$ cat config.mk
export PLATFORM = sky130hd
export DESIGN_NAME = panel_input_conditioner
export DESIGN_NICKNAME = d
export VERILOG_FILES = /design/src/rtl/panel_input_conditioner.sv
export SDC_FILE = /design/constraint.sdc
export NUM_CORES = 1
export LEC_CHECK = 0
export ABC_CLOCK_PERIOD_IN_PS = 5200
export CAP_MARGIN = 20
export CORE_MARGIN = 2
export CORE_UTILIZATION = 30
export DETAILED_ROUTE_END_ITERATION = 10
export PLACE_DENSITY_LB_ADDON = 0.2
export RECOVER_POWER = 25
export SYNTH_ARGS = -nofsm -noshare
export SYNTH_HDL_FRONTEND = slang
export SYNTH_SLANG_ARGS = --single-unit
$ cat constraint.sdc
create_clock -name clk -period 5.2 [get_ports clk]
set_input_delay 1.3 -clock clk [delete_from_list [all_inputs] [get_ports clk]]
set_output_delay 1.3 -clock clk [all_outputs]
set_load 0.03 [all_outputs]
$ cat src/rtl/panel_input_conditioner.sv
`timescale 1ns/1ps
`default_nettype none
// ============================================================================
//  Module   : panel_input_conditioner
//  Purpose  : Front end of the workout timer. Synchronises and debounces the
//             start/skip buttons into one-cycle pulses. Snapshots the profile
//             switches on every accepted start. Derives the 1 Hz FSM clock and
//             the ~2 kHz buzzer clock from the system clock.
//  Options  : SKIP_AUTOREPEAT_EN - when defined, a held skip button re-issues
//             skip_pulse every REP_CYCLES cycles after the previous pulse.
//  Revision : 1.0 - initial release
// ============================================================================
module panel_input_conditioner #(
  parameter int CLK_HZ     = 50_000_000,
  parameter int DEB_CYCLES = 1_000_000,
  parameter int REP_CYCLES = 25_000_000
) (
  input  logic       clk,
  input  logic       reset,
  input  logic       start_btn,
  input  logic       skip_btn,
  input  logic [7:0] P_sw,
  output logic       start_pulse,
  output logic       skip_pulse,
  output logic [7:0] P_out,
  output logic       clk_1hz,
  output logic       clk_2khz
);

  // Half periods of the derived clocks (cycles between successive edges).
  localparam int HALF_1HZ  = CLK_HZ / 2;
  localparam int HALF_2KHZ = CLK_HZ / 4000;

  // Counter widths. The "+1" keeps the width non-zero when a half period is 1.
  localparam int DEB_W = $clog2(DEB_CYCLES);
  localparam int D1_W  = $clog2(HALF_1HZ + 1);
  localparam int D2_W  = $clog2(HALF_2KHZ + 1);

  localparam logic [DEB_W-1:0] C_DEB_LAST  = DEB_W'(DEB_CYCLES - 1);
  localparam logic [D1_W-1:0]  C_DIV1_LAST = D1_W'(HALF_1HZ - 1);
  localparam logic [D2_W-1:0]  C_DIV2_LAST = D2_W'(HALF_2KHZ - 1);

  // Reject configurations for which the derived clocks or the debouncer
  // would be meaningless.
  if ((CLK_HZ < 4000) || ((CLK_HZ % 4000) != 0)) begin : g_bad_clk_hz
    $error("panel_input_conditioner: CLK_HZ must be a multiple of 4000 and >= 4000");
  end
  if (DEB_CYCLES < 2) begin : g_bad_deb_cycles
    $error("panel_input_conditioner: DEB_CYCLES must be >= 2");
  end
  if (REP_CYCLES < 2) begin : g_bad_rep_cycles
    $error("panel_input_conditioner: REP_CYCLES must be >= 2");
  end

  // --------------------------------------------------------------------------
  // Synchronisers: bit 0 = start, bit 1 = skip. The profile bus is not
  // coherence-protected because the switches are static while in use.
  // --------------------------------------------------------------------------
  logic [1:0] btn_meta_q, btn_meta_d;
  logic [1:0] btn_sync_q, btn_sync_d;
  logic [7:0] p_meta_q,   p_meta_d;
  logic [7:0] p_sync_q,   p_sync_d;

  // Two-flop synchroniser next-state for buttons and profile switches.
  always_comb begin
    btn_meta_d = {skip_btn, start_btn};
    btn_sync_d = btn_meta_q;
    p_meta_d   = P_sw;
    p_sync_d   = p_meta_q;
  end

  // Synchroniser registers.
  always_ff @(posedge clk or posedge reset) begin
    if (reset) begin
      btn_meta_q <= '0;
      btn_sync_q <= '0;
      p_meta_q   <= '0;
      p_sync_q   <= '0;
    end else begin
      btn_meta_q <= btn_meta_d;
      btn_sync_q <= btn_sync_d;
      p_meta_q   <= p_meta_d;
      p_sync_q   <= p_sync_d;
    end
  end

  // --------------------------------------------------------------------------
  // Debouncers: a level change is accepted only after the synchronised input
  // has disagreed with the stable level for DEB_CYCLES consecutive cycles.
  // w_rise/w_fall are high on the edge at which the stable level changes.
  // --------------------------------------------------------------------------
  logic [1:0] w_level;
  logic [1:0] w_rise;
  logic [1:0] w_fall;

  for (genvar gi = 0; gi < 2; gi++) begin : g_deb
    logic [DEB_W-1:0] cnt_q, cnt_d;
    logic             level_q, level_d;
    logic             accept;

    // Count consecutive disagreeing cycles; accept the new level at the limit.
    always_comb begin
      cnt_d   = cnt_q;
      level_d = level_q;
      accept  = 1'b0;
      if (btn_sync_q[gi] == level_q) begin
        cnt_d = '0;
      end else if (cnt_q == C_DEB_LAST) begin
        level_d = btn_sync_q[gi];
        cnt_d   = '0;
        accept  = 1'b1;
      end else begin
        cnt_d = cnt_q + DEB_W'(1);
      end
    end

    // Debouncer state registers.
    always_ff @(posedge clk or posedge reset) begin
      if (reset) begin
        cnt_q   <= '0;
        level_q <= 1'b0;
      end else begin
        cnt_q   <= cnt_d;
        level_q <= level_d;
      end
    end

    assign w_level[gi] = level_q;
    assign w_rise[gi]  = accept &  btn_sync_q[gi];
    assign w_fall[gi]  = accept & ~btn_sync_q[gi];
  end

  // --------------------------------------------------------------------------
  // Skip auto-repeat. The counter restarts at every skip pulse and is held at
  // zero while the debounced skip is low. A repeat point that coincides with
  // the release edge is suppressed, so a release never yields a pulse.
  // --------------------------------------------------------------------------
  logic w_rep_fire;

`ifdef SKIP_AUTOREPEAT_EN
  localparam int REP_W = $clog2(REP_CYCLES);
  localparam logic [REP_W-1:0] C_REP_LAST = REP_W'(REP_CYCLES - 1);

  logic [REP_W-1:0] rep_cnt_q, rep_cnt_d;

  // Measure the interval since the previous skip pulse while skip is held.
  always_comb begin
    rep_cnt_d  = rep_cnt_q;
    w_rep_fire = 1'b0;
    if (!w_level[1] || w_fall[1]) begin
      rep_cnt_d = '0;
    end else if (rep_cnt_q == C_REP_LAST) begin
      rep_cnt_d  = '0;
      w_rep_fire = 1'b1;
    end else begin
      rep_cnt_d = rep_cnt_q + REP_W'(1);
    end
  end

  // Repeat interval register.
  always_ff @(posedge clk or posedge reset) begin
    if (reset) begin
      rep_cnt_q <= '0;
    end else begin
      rep_cnt_q <= rep_cnt_d;
    end
  end
`else
  assign w_rep_fire = 1'b0;
`endif

  // --------------------------------------------------------------------------
  // Output pulses and profile snapshot. The profile is captured on the same
  // edge that raises start_pulse, so P_out is valid while the pulse is high.
  // --------------------------------------------------------------------------
  logic       start_pulse_q, start_pulse_d;
  logic       skip_pulse_q,  skip_pulse_d;
  logic [7:0] p_out_q,       p_out_d;

  // Pulses only on 0->1 of the stable level (plus skip repeats).
  always_comb begin
    start_pulse_d = w_rise[0];
    skip_pulse_d  = w_rise[1] | w_rep_fire;
    p_out_d       = w_rise[0] ? p_sync_q : p_out_q;
  end

  // Pulse and profile registers.
  always_ff @(posedge clk or posedge reset) begin
    if (reset) begin
      start_pulse_q <= 1'b0;
      skip_pulse_q  <= 1'b0;
      p_out_q       <= 8'h00;
    end else begin
      start_pulse_q <= start_pulse_d;
      skip_pulse_q  <= skip_pulse_d;
      p_out_q       <= p_out_d;
    end
  end

  // --------------------------------------------------------------------------
  // Clock dividers: each free-running counter wraps at HALF_x-1 and toggles
  // its output there, giving edges exactly HALF_x cycles apart.
  // --------------------------------------------------------------------------
  logic [D1_W-1:0] div1_cnt_q, div1_cnt_d;
  logic [D2_W-1:0] div2_cnt_q, div2_cnt_d;
  logic            clk_1hz_q,  clk_1hz_d;
  logic            clk_2khz_q, clk_2khz_d;

  // Divider next-state: count, wrap and toggle.
  always_comb begin
    div1_cnt_d = div1_cnt_q + D1_W'(1);
    clk_1hz_d  = clk_1hz_q;
    if (div1_cnt_q == C_DIV1_LAST) begin
      div1_cnt_d = '0;
      clk_1hz_d  = ~clk_1hz_q;
    end
    div2_cnt_d = div2_cnt_q + D2_W'(1);
    clk_2khz_d = clk_2khz_q;
    if (div2_cnt_q == C_DIV2_LAST) begin
      div2_cnt_d = '0;
      clk_2khz_d = ~clk_2khz_q;
    end
  end

  // Divider registers.
  always_ff @(posedge clk or posedge reset) begin
    if (reset) begin
      div1_cnt_q <= '0;
      div2_cnt_q <= '0;
      clk_1hz_q  <= 1'b0;
      clk_2khz_q <= 1'b0;
    end else begin
      div1_cnt_q <= div1_cnt_d;
      div2_cnt_q <= div2_cnt_d;
      clk_1hz_q  <= clk_1hz_d;
      clk_2khz_q <= clk_2khz_d;
    end
  end

  assign start_pulse = start_pulse_q;
  assign skip_pulse  = skip_pulse_q;
  assign P_out       = p_out_q;
  assign clk_1hz     = clk_1hz_q;
  assign clk_2khz    = clk_2khz_q;

endmodule
`default_nettype wire

==> metrics.md, run 1 <==
| Metric | Value |
|---|---|
| Grt total ovfl | `0` |
| Peak supply drop | `223.8 uV` |
| Post-detailed-route count of antenna-violating nets | `0` |
| Initial core utilization | `30.73%` |
| H-tree depth | `4` |
| Syn Nets | `455` |
| Fraction of layout cells with a size suffix above 1 | `10.45%` |
| Worst Hold Class | `reg2reg` |
| Initial antenna violation count | `0` |
| First-pass GRT wire length | `16320 microns` |
| Crit end category | `output port` |
| Overall power | `2.268 mW` |
| Synthesis-stage register bit count | `113` |
| Number of gates resized after CTS | `0` |
| Largest cells by area after synthesis | `dfrtp_1 (58%), xnor2_1 (5.4%), xor2_1 (4.8%)` |
| Hold Violations, Final | `0` |
| Non-Filler Instances | `a little over 700` |
| Syn Area/Cell | `11.12 sq um` |
| Area fraction of the dominant cell type after synthesis | `57.92%` |
| Relative max-transition margin | `3.673%` |
| Clock Skews | `7.987 ps` |
| Detailed Route WL | `9228 microns` |
| Slew @ Worst Pin | `1432 ps` |
| Met3 Usage GRT | `3.819%` |
| CP max FO | `2` |
| Clk root buf | `clkbuf_16` |
| Fillers | `1569` |
| Growth of design area from synthesis to finish | `23.96%` |
| Pwr per Cell Area | `374.8 mW/mm^2` |
| Post-Syn Instances | `439` |
| Fmax | `0.3624 GHz` |
| Status | `completed` |
| Met1 Usage GRT | `14.71%` |
| Placement Rows | `46` |
| Iteration-0 DRC Markers | `160` |
| Storage cell area | `0.002828 sq mm` |
| CTS Buffer Depth | `2` |
| Final #Nets | `a little under 500` |
| Mapped Area | `0.004882 sq mm` |
| Period Utilization, post-route | `53.06%` |
| Clock latency on the worst-skew pair | `410 ps` |
| GR Layer Usage met2 | `17.92%` |
| Clk sinks | `113` |
| N_diodes | `0` |
| Critical path data arrival time | `1460 ps` |
| CP max stage delay | `between 600 and 700 ps` |
| IO buf count | `23` |
| LEAKAGE | `2.513 nW` |
| Detailed Routing Iterations Pass 1 | `4` |
| TritonCTS Buffers | `17` |
| Routed vias | `3345` |
| Critical Path, Cell by Cell | `clkdlybuf4s50_1` |
| Final Hold Slack | `346.2 ps` |
| IO Count | `24` |
| Die span in x | `about 130 microns` |
| Total track usage | `11.67%` |
| Post-synth cell types | `37` |
| DRC Markers | `0` |
| Crit-path slowest cell | `clkdlybuf4s50_1` |
| Period minus WS final | `2759 ps` |
| Unrepaired setup endpoints after global routing | `false` |
| Clk slew on worst S/H paths | `50 ps` |
| Die Y-Extent | `approximately 130 microns` |
| Critical Path RT | `3900 ps` |
| Top Usage Layer GRT | `met2` |
| Vias in the first global route | `3376` |
| Max-capacitance violation count | `0` |
| Area of the multi-input gates | `between 0.0015 and 0.002 sq mm` |
| DR vias/cell | `about 4.8` |
| Ys Warns | `0` |
| Cell taking the most area after synthesis | `dfrtp_1` |
| Setup TNS | `0 ps` |
| Setup CP Type | `reg2out` |
| Cells after DPL | `672` |
| Reg2Reg Setup Slack | `about 2500 ps` |
| Cell family with most CP delay | `buffers and inverters` |
| Post-CTS Hold Buffers | `0` |
| Final Setup Violations | `0` |
| Post-CTS setup buffer count | `0` |
| Gp weighted congestion | `0.7515` |
| Total Die Area | `around 0.017 sq mm` |
| Routed WL per cell | `~13 microns` |
| Post-DP HPWL | `6084 microns` |
| WP buf/inv | `1` |
| Startpoint types | `register` |
| Sequential area share after synthesis | `57.92%` |
| Pin count of the biggest net entering global routing | `75` |
| TritonCTS clock tree | `built` |
| Area of the core | `0.01589 sq mm` |
| Final Max Tran Viols | `0` |
-- registers in the layout, summed over array words and instances (netlist names) --
register       count
p_sync_q           8
btn_meta_q         2
clk_2khz           1
clk_1hz            1
skip_pulse         1
g_deb.level_q      2
p_meta_q           8
g_deb.cnt_q       40
P_out              8
div2_cnt_q        14
btn_sync_q         2
start_pulse        1
div1_cnt_q        25
-- per-stage QoR --
step	utilization (%)	setup slack [ps]	area, sq um
after floorplan	-	912.6	4882
after global placement	33.80	2406	5369
after detailed placement	33.87	2356	5380
after CTS	38.19	2409	6066
after global routing	38.10	2299	6052
final	38.10	2441	6052
-- Yosys cell counts --
| master | instances |
|---|---|
| and2_1 | 8 |
| or4b_2 | 1 |
| and3b_1 | 1 |
| a21oi_1 | 17 |
| nor3b_1 | 1 |
| and3_1 | 6 |
| o21ai_0 | 11 |
| nor4_2 | 1 |
| dfrtp_1 | 113 |
| and4b_1 | 1 |
| o31ai_1 | 9 |
| mux2_2 | 9 |
| o31ai_2 | 1 |
| xor2_1 | 27 |
| nor4_4 | 1 |
| nand4b_1 | 2 |
| inv_1 | 12 |
| or2_2 | 1 |
| mux2i_1 | 1 |
| nor3_1 | 8 |
| xnor2_1 | 30 |
| nor4b_1 | 1 |
| and4_1 | 7 |
| buf_2 | 1 |
| and4_2 | 1 |
| nand3_1 | 24 |
| nor2b_1 | 2 |
| or3_1 | 13 |
| nor4bb_1 | 2 |
| clkbuf_1 | 9 |
| nand4_1 | 23 |
| or4_1 | 11 |
| ha_1 | 4 |
| nor2_1 | 48 |
| nor4_1 | 9 |
| nand2_1 | 22 |
| o21ai_2 | 1 |
-- where the power goes --
part / switching (mW) / internal [mW]
clock: 0.406 / 0.924
sequential: 0.00627 / 0.892
combinational: 0.0276 / 0.0118
total: 0.440 / 1.83
-- worst paths after layout --
| path | end | depth (start not counted) | from |
|---|---|---|---|
| max | P_out[1] | 1 | P_out[1] |
| min | p_sync_q[3] | 0 | p_meta_q[3] |
| max reg2reg | P_out[3] | 4 | g_deb[0].cnt_q[2] |
| min reg2reg | p_sync_q[3] | 0 | p_meta_q[3] |
| max in group asynchronous | g_deb[0].cnt_q[11] | 3 | reset |
| min in group asynchronous | div1_cnt_q[22] | 2 | reset |
-- final cells by class --
class / count / area share (%)
sequential: 113 / 46.72
clock inverter: 13 / 3.845
tap: 216 / 4.466
multi-input combinational: 304 / 32.46
inverter: 12 / 0.7856
timing repair buffer: 27 / 4.238
clock buffer: 19 / 7.484
-- cell usage in the layout, fill, tap and decap left out, types with 9 or more instances in the layout --
master / instances
xnor2_1: 30
xor2_1: 27
a21oi_1: 17
mux2_2: 9
inv_1: 11
nand3_1: 24
nor4_1: 10
o21ai_0: 11
nor2_1: 48
dlygate4sd3_1: 10
nand2_1: 22
clkdlybuf4s50_1: 13
clkbuf_16: 17
or4_1: 11
nand4_1: 23
dfrtp_1: 113
o31ai_1: 9
or3_1: 13
-- layer usage --
layer	wire length (microns)	vias up
met2	4289	42
met4	155	0
met5	0	-
met3	294	15
met1	4488	1640
li1	-	1648
-- cells by family (layout without fill, tap and decap cells) --
group,after synthesis,count (layout),share of synthesized area (%)
xor+xnor,57,57,10.23
simple gates,194,194,22.14
fa+ha+maj,4,4,1.025
compound gates,39,39,4.690
mux,10,10,2.281
buf+inv,22,71,1.717
flops,113,113,57.92
Power figures use the tool's default switching activity.
==> run 2, diff against run 1 <==
--- a/config.mk
+++ b/config.mk
@@ -5,7 +5,7 @@
 export SDC_FILE = /design/constraint.sdc
 export NUM_CORES = 1
 export LEC_CHECK = 0
-export ABC_CLOCK_PERIOD_IN_PS = 5200
+export ABC_CLOCK_PERIOD_IN_PS = 2500
 export CAP_MARGIN = 20
 export CORE_MARGIN = 2
 export CORE_UTILIZATION = 30
==> constraint.sdc (replaced) <==
create_clock -name clk -period 2.5 [get_ports clk]
set_input_delay 0.625 -clock clk [delete_from_list [all_inputs] [get_ports clk]]
set_output_delay 0.625 -clock clk [all_outputs]
set_load 0.03 [all_outputs]
==> metrics.md, run 2 (synthesis results as in run 1) <==
| Metric | Value |
|---|---|
| Status | `completed` |
| Routed WL per cell | `12.92 microns` |
| Slew @ Worst Pin | `1197 ps` |
| Cells after DPL | `681` |
| Final Setup Violations | `0` |
| N_diodes | `0` |
| Total Die Area | `approximately 0.017 sq mm` |
| CTS Buffer Depth | `2` |
| Most common cell after layout, fill and taps aside | `dfrtp_1` |
| Final Hold Slack | `346.8 ps` |
| Biggest registers after layout | `g_deb.cnt_q x40, div1_cnt_q x25, div2_cnt_q x14` |
| Total track usage | `12.13%` |
| Crit end category | `register` |
| Post-detailed-route count of antenna-violating nets | `0` |
| Number of gates resized after CTS | `0` |
| Routed vias | `~3300` |
| Growth of design area from synthesis to finish | `23.81%` |
| Pwr per Cell Area | `707.4 mW/mm^2` |
| Detailed Route WL | `9212 microns` |
| Critical Path, Cell by Cell | `or4_1 -> or4_1 -> nor4_4 -> buf_4 -> mux2_2` |
| Top reg by flops | `g_deb.cnt_q` |
| Setup TNS | `0 ps` |
| DR vias/cell | `around 4.7` |
| Worst Hold Class | `reg2reg` |
| IO Count | `24` |
| Area of the core | `0.01589 sq mm` |
| Initial antenna violation count | `0` |
| Gp weighted congestion | `0.8012` |
| Clock Skews | `8.576 ps` |
| Setup CP Type | `reg2reg` |
| DRC Markers | `0` |
| Hold Violations, Final | `0` |
| Vias in the first global route | `3389` |
| Clock latency on the worst-skew pair | `between 400 and 500 ps` |
| Post-CTS Hold Buffers | `0` |
| Final #Nets | `500` |
| Fmax | `0.4315 GHz` |
| First-pass GRT wire length | `16730 microns` |
| Clk sinks | `113` |
| Clk slew on worst S/H paths | `60 ps` |
| Max reg flops | `40` |
| CP most frequent cell | `or4_1` |
| IO buf count | `23` |
| LEAKAGE | `between 2 and 3 nW` |
| CP max FO | `9` |
| TritonCTS Buffers | `17` |
| Clk root buf | `clkbuf_16` |
| Iteration-0 DRC Markers | `approximately 170` |
| Unrepaired setup endpoints after global routing | `false` |
| Peak supply drop | `461.5 uV` |
| Detailed Routing Iterations Pass 1 | `4` |
| Max-capacitance violation count | `0` |
| Placed Area | `~0.0055 sq mm` |
| Period minus WS final | `2318 ps` |
| Die span in x | `131.6 microns` |
| CP max stage delay | `around 530 ps` |
| H-tree depth | `4` |
| Non-Filler Instances | `713` |
| TritonCTS clock tree | `built` |
| Final Max Tran Viols | `0` |
| Post-CTS setup buffer count | `0` |
| Crit-path slowest cell | `or4_1` |
| Die Y-Extent | `131.6 microns` |
| Critical Path RT | `about 2800 ps` |
| Grt total ovfl | `0` |
| Startpoint types | `register` |
| Period Utilization, post-route | `92.71%` |
| Placement Rows | `between 40 and 50` |
| Pin count of the biggest net entering global routing | `33` |
| Critical path data arrival time | `2620 ps` |
| Post-DP HPWL | `between 6000 and 7000 microns` |
| Initial core utilization | `30.73%` |
| Fraction of layout cells with a size suffix above 1 | `12.47%` |
| Relative max-transition margin | `19.75%` |
| Post-Layout Inst Area | `0.006045 sq mm` |
| Commonest non-fill, non-tap cells in the layout | `dfrtp_1 (113), nor2_1 (48), xnor2_1 (30)` |
-- run 2: changes by cell type in the layout (fill, tap and decap cells not counted), sizes merged --
| cell | delta |
|---|---|
| bufinv | -5 |
| inv | +3 |
| clkinvlp | +4 |
| clkdlybuf4s50 | -1 |
| dlygate4sd3 | +1 |
| buf | +9 |
| clkinv | -2 |
-- run 2: area by class of cell --
type,count,area [sq um]
multi-input combinational,304,1971
sequential,113,2828
fill,1584,9841
tap,216,270.3
inverter,12,46.29
timing repair buffer,36,350.3
clock buffer,19,452.9
clock inverter,13,126.4
-- run 2: routing by layer --
metal | global-route usage (%) | wire length, microns | vias up
li1 | - | - | 1664
met1 | 16.24 | 4507 | 1612
met2 | 17.31 | 4157 | 42
met3 | 3.742 | 318 | 18
met4 | 6.944 | 228 | 0
met5 | 0 | 0 | -
-- run 2: path summary, 6_finish.rpt --
path	start	to	slack [ps]	cells after the start
worst min-delay path	p_meta_q[3]	p_sync_q[3]	350	0
worst max register to register	g_deb[0].cnt_q[10]	P_out[0]	180	5
max in group asynchronous	reset	btn_meta_q[1]	370	3
worst min register to register	p_meta_q[3]	p_sync_q[3]	350	0
worst max-delay path	g_deb[0].cnt_q[10]	P_out[0]	180	5
min in group asynchronous	reset	g_deb[1].cnt_q[17]	910	2
-- run 2: stage by stage --
stage / power [mW] / utilization, % / setup slack (ps)
finish: 4.276 / 38.05 / 182.3
detailed placement: 2.000 / 34.51 / 163.4
global placement: 1.998 / 34.51 / 186.6
CTS: 4.359 / 38.16 / 156.5
global route: 4.462 / 38.05 / 53.37
floorplan: 1.947 / - / 140.1
-- run 2: report_power, final --
part           leakage [nW]  internal, mW  switching, mW
Clock                 0.273          1.43          0.890
Sequential             1.50          1.85         0.0135
Combinational         0.736        0.0309         0.0570
-- run 2: worst max-delay path, delay by kind of cell, from the launching register on --
family	cells	cell delay [ps]
flops	1	400
simple gates	3	1250
mux	1	340
buf+inv	1	210
